**config.mk**
```make
export PLATFORM = sky130hd
export DESIGN_NAME = mp_ram_lat
export DESIGN_NICKNAME = d
export VERILOG_FILES = /design/src/rtl/mp_ram_lat.sv
export SDC_FILE = /design/constraint.sdc
export NUM_CORES = 1
export LEC_CHECK = 0
export ABC_CLOCK_PERIOD_IN_PS = 1700
export CAP_MARGIN = 20
export CORE_MARGIN = 10
export CORE_UTILIZATION = 45
export CTS_CLUSTER_SIZE = 30
export DETAILED_ROUTE_END_ITERATION = 8
export GPL_TIMING_DRIVEN = 0
export PLACE_DENSITY = 0.65
export SYNTH_ARGS = -nofsm -noshare
export SYNTH_HDL_FRONTEND = slang
export SYNTH_SLANG_ARGS = --single-unit
```
**constraint.sdc**
```tcl
create_clock -name clk -period 1.7 [get_ports clk]
set_input_delay 0.255 -clock clk [delete_from_list [all_inputs] [get_ports clk]]
set_output_delay 0.255 -clock clk [all_outputs]
set_load 0.02 [all_outputs]
```
**src/rtl/mp_ram_lat.sv**
```systemverilog
// N-port synchronous RAM with per-port read pipelines of configurable latency.
// Same-address write collisions resolve to the lowest-numbered port and are counted.
module mp_ram_lat #(
    parameter int NUM_PORTS = 2,
    parameter int DATA_W    = 8,
    parameter int ADDR_W    = 4,
    parameter int RD_LAT    = 1
) (
    input  logic                        clk,
    input  logic                        rst_n,
    input  logic [2*NUM_PORTS-1:0]      op,
    input  logic [ADDR_W*NUM_PORTS-1:0] addr,
    input  logic [DATA_W*NUM_PORTS-1:0] wdata,
    output logic [DATA_W*NUM_PORTS-1:0] rdata,
    output logic [NUM_PORTS-1:0]        rvalid,
    output logic                        wr_coll,
    output logic [7:0]                  coll_cnt
);

    localparam int DEPTH = 2 ** ADDR_W;

    typedef enum logic [1:0] {
        OP_WRITE = 2'd0,
        OP_READ  = 2'd1,
        OP_NONE  = 2'd2,
        OP_RSVD  = 2'd3
    } op_e;

    op_e               port_op    [NUM_PORTS];
    logic [ADDR_W-1:0] port_addr  [NUM_PORTS];
    logic [DATA_W-1:0] port_wdata [NUM_PORTS];

    logic [NUM_PORTS-1:0] wr_en;
    logic                 coll_now;

    logic [DATA_W-1:0] mem [DEPTH];

    logic [DATA_W-1:0] pipe_data  [NUM_PORTS][RD_LAT];
    logic [RD_LAT-1:0] pipe_valid [NUM_PORTS];

    always_comb begin
        for (int p = 0; p < NUM_PORTS; p++) begin
            port_op[p]    = op_e'(op[2*p +: 2]);
            port_addr[p]  = addr[ADDR_W*p +: ADDR_W];
            port_wdata[p] = wdata[DATA_W*p +: DATA_W];
        end
    end

    // A write survives only if no lower-numbered port writes the same address this cycle.
    always_comb begin
        // NOTE: every output of this block gets a default first so no path leaves it unassigned (no latch).
        wr_en    = '0;
        coll_now = 1'b0;
        for (int p = 0; p < NUM_PORTS; p++) begin
            if (port_op[p] == OP_WRITE) begin
                wr_en[p] = 1'b1;
                for (int q = 0; q < p; q++) begin
                    if (port_op[q] == OP_WRITE && port_addr[q] == port_addr[p]) begin
                        wr_en[p] = 1'b0;
                        coll_now = 1'b1;
                    end
                end
            end
        end
    end

    always_ff @(posedge clk or negedge rst_n) begin
        if (!rst_n) begin
            // NOTE: the array must read back zero after reset, so it is cleared here and maps to flops, not an SRAM macro.
            for (int i = 0; i < DEPTH; i++) begin
                mem[i] <= '0;
            end
        end else begin
            for (int p = 0; p < NUM_PORTS; p++) begin
                if (wr_en[p]) begin
                    mem[port_addr[p]] <= port_wdata[p];
                end
            end
        end
    end

    always_ff @(posedge clk or negedge rst_n) begin
        if (!rst_n) begin
            for (int p = 0; p < NUM_PORTS; p++) begin
                pipe_valid[p] <= '0;
                for (int k = 0; k < RD_LAT; k++) begin
                    pipe_data[p][k] <= '0;
                end
            end
        end else begin
            for (int p = 0; p < NUM_PORTS; p++) begin
                // NOTE: mem is updated with non-blocking assignments, so this read sees the pre-write value (read-first).
                pipe_valid[p][0] <= (port_op[p] == OP_READ);
                if (port_op[p] == OP_READ) begin
                    pipe_data[p][0] <= mem[port_addr[p]];
                end
                // Data only advances with a valid read, so the last stage holds its value between reads.
                for (int k = 1; k < RD_LAT; k++) begin
                    pipe_valid[p][k] <= pipe_valid[p][k-1];
                    if (pipe_valid[p][k-1]) begin
                        pipe_data[p][k] <= pipe_data[p][k-1];
                    end
                end
            end
        end
    end

    always_comb begin
        rdata  = '0;
        rvalid = '0;
        for (int p = 0; p < NUM_PORTS; p++) begin
            rdata[DATA_W*p +: DATA_W] = pipe_data[p][RD_LAT-1];
            rvalid[p]                 = pipe_valid[p][RD_LAT-1];
        end
    end

    always_ff @(posedge clk or negedge rst_n) begin
        if (!rst_n) begin
            wr_coll  <= 1'b0;
            coll_cnt <= 8'd0;
        end else begin
            wr_coll <= coll_now;
            if (coll_now && coll_cnt != 8'hFF) begin
                coll_cnt <= coll_cnt + 8'd1;
            end
        end
    end

endmodule
```
==> impl_metrics.yaml <==
outcome:
  status: "finished clean"
timing:
  skew_ns: 0.00408
  post-route-min-period_ns: 1.68
  period_share_pct: 98.7
  hold_viol_final: 0
  max_clock_freq_mhz: 596
  slew_headroom_pct: 49.3
  hold_slack_ns: 0.316
  slew_viol_final: 0
  finalSetupViolCount: 0
  tightest_slew_ns: 0.760
  rsz0062_at_grt: "false"
floorplanning:
  die_w_microns: 170
  row_count: 54
  start_util_pct: 46.1
  dieArea_sq_um: 28900
  die_y_microns: 170
  pin_count: 57
  core-area_sq_um: 22000
synth:
  yosys_warnings: 0
  synth-async-reset-ratio_pct: 100
  ys_seq_area_share_pct: 38.3
  synthTopCellsByArea: "dfrtp_1 (38%), mux2_2 (23%), mux4_2 (11%)"
  syn_area_per_cell_sq_um: 13.9
  synth_edf_count: 0
  synth_area_sq_um: 10100
  synth_cell_types: 47
  synth-main-ff-cell: "dfrtp_1"
  synth.largest_area_cell: "dfrtp_1"
  synth-seq-cells: 155
  syn_nets: 757
  synth_cells: 726
  netlist.area_leader.share_pct: 38.3
power:
  powerDensity_nw_per_um2: 1070
  power_uw: 13500
  ir_drop_uv: 604
  power_leakage_uw: 0.00545
critical_path:
  cpMaxStageDelayCell: "or3b_2"
  worstPathRequired_ns: 2.05
  start_kind: "input pin"
  worstPathArrival_ns: 2.03
  cp_max_fo: 8
  critical_path_class: "input pin to register"
  cpMostUsedCell: "a21oi_1"
  endpoint_kind: "register"
  max_stage_delay_ns: 0.46
  crit_chain: "dlygate4sd2_1 -> buf_6 -> or3b_2 -> buf_1 -> o221ai_1 -> a21oi_1 -> a21oi_1"
placed_design:
  io_buffers: 53
  placed_area_sq_um: 11200
  dp_hpwl_microns: 21700
  globalplace.congestion: 0.921
finish:
  final_area_sq_um: 12500
  mostFrequentLayoutCell: "mux2_2"
  drive_gt1_share_pct: 55.2
  syn2layout_area_growth_pct: 23.8
  final_cell_mix: "mux2_2 (188), dfrtp_1 (155), mux2_4 (63), mux4_2 (48), mux2i_1 (32)"
  nets: 868
  antenna-diode-count: 0
  utilization_pct: 57.1
routing:
  wl_microns: 31600
  drtIter0Drc: 640
  drtPass1Iterations: 5
  avgViaCountPerCell: 6.30
  wl_per_cell_microns: 28.0
  drc_errors: 0
  antenna_left: 0
  vias: 7124
hold_path:
  hp-class: "input pin to register"
clock_network:
  cts_tree: "done"
  cts_buffers: 17
  cts.path.max_buffers: 2
  clk_latency_ns: 0.42
  cts.clk_slew.worst_paths_ns: 0.06
  htree_num_levels: 4
  cts_num_sinks: 155
  root_buffer: "clkbuf_16"
grt:
  overflow: 0
  grt_max_degree: 81
  grt_usage_pct: 22.3
  grt_pass1_vias: 7800
  antenna_found_initial: 0
  grt_pass1_wl_microns: 48700
job:
  maxCapViolations: 0
==> repair_timing <==
item                                   CTS  global route
buffers inserted                        35             4
endpoints found under the hold margin   75             0
gates cloned                             1             0
hold buffers                             1             0
gates resized for setup                 83            13
setup endpoints to repair              166            95
pin swaps                               26             6
==> layer usage <==
metal  wire length, microns  vias to the layer above  GRT usage, %
li1                       -                     3034             -
met5                      0                        -             0
met1                  12900                     3730          27.7
met3                   2150                       53          4.93
met4                    736                        0          7.78
met2                  15800                      307          37.7
==> cell type report <==
| cell class | instances | area (sq um) |
|---|---|---|
| clock buffers | 20 | 457 |
| plain buffers | 57 | 418 |
| clock inverters | 12 | 164 |
| repair buffers | 95 | 1070 |
| flip-flops and latches | 155 | 3880 |
| multi-input cells | 507 | 6170 |
| fillers | 1670 | 9430 |
| inverters | 4 | 15.0 |
| well taps | 280 | 350 |
==> kinds of logic (layout without fill, tap and decap cells) <==
| kind of cell | Yosys count | count (layout) | synth area share (%) |
|---|---|---|---|
| buffers and inverters | 64 | 188 | 3.21 |
| AOI/OAI and AO/OA | 73 | 73 | 7.57 |
| xor gates and xnor gates | 11 | 11 | 1.17 |
| muxes | 337 | 337 | 44.2 |
| adders and majority gates | 1 | 1 | 0.124 |
| DFF | 155 | 155 | 38.3 |
| and+or+nand+nor | 85 | 85 | 5.37 |
==> where the power goes <==
part	total (uW)	switching [uW]	internal, uW
clock	4020	1620	2410
combinational	4020	1550	2470
sequential	5420	815	4600
==> worst paths after layout <==
check,end,cells after the start,startpoint,slack [ns]
min reg2reg,coll_cnt[7],1,coll_cnt[7],0.50
max,rdata[15],7,addr[4],0.02
min in group asynchronous,mem[15],2,rst_n,0.43
max reg2reg,coll_cnt[4],5,coll_cnt[0],0.08
max in group asynchronous,mem[101],3,rst_n,0.40
min,wr_coll,2,op[3],0.32
==> Yosys cell counts, drive strengths merged (2+ instances only) <==
master / instances
mux4: 48
xor2: 6
nand3b: 2
nor2b: 6
mux2i: 32
a31oi: 8
xnor2: 5
and3: 7
mux2: 257
a22oi: 16
buf: 36
nand3: 5
clkbuf: 24
o221a: 8
and2: 2
inv: 4
nand2: 22
o211ai: 8
nor4: 7
a21oi: 16
o2111ai: 9
o221ai: 8
dfrtp: 155
nor4b: 2
nor2: 23
nor3: 3
==> flip-flops by register name, indices dropped and copies added, names as in the netlist <==
| name | flops |
|---|---|
| mem | 128 |
| rdata | 16 |
| coll_cnt | 8 |
| rvalid | 2 |
| wr_coll | 1 |
==> critical path: cells and delay by family <==
| kind | cells | cell delay (ns) |
|---|---|---|
| buf+inv | 3 | 0.66 |
| compound gates | 3 | 0.64 |
| simple gates | 1 | 0.46 |
==> metrics by stage <==
step	setup WS, ns	instances	TNS, ns
after CTS	0.000924	1126	0
after floorplan	-0.0300	726	-1.01
after global placement	-5.95	1059	-1042.53
after detailed placement	-0.974	1060	-128.46
after global routing	0.00284	1130	0
final	0.0227	1130	0
(Power assumes the default switching activity.)
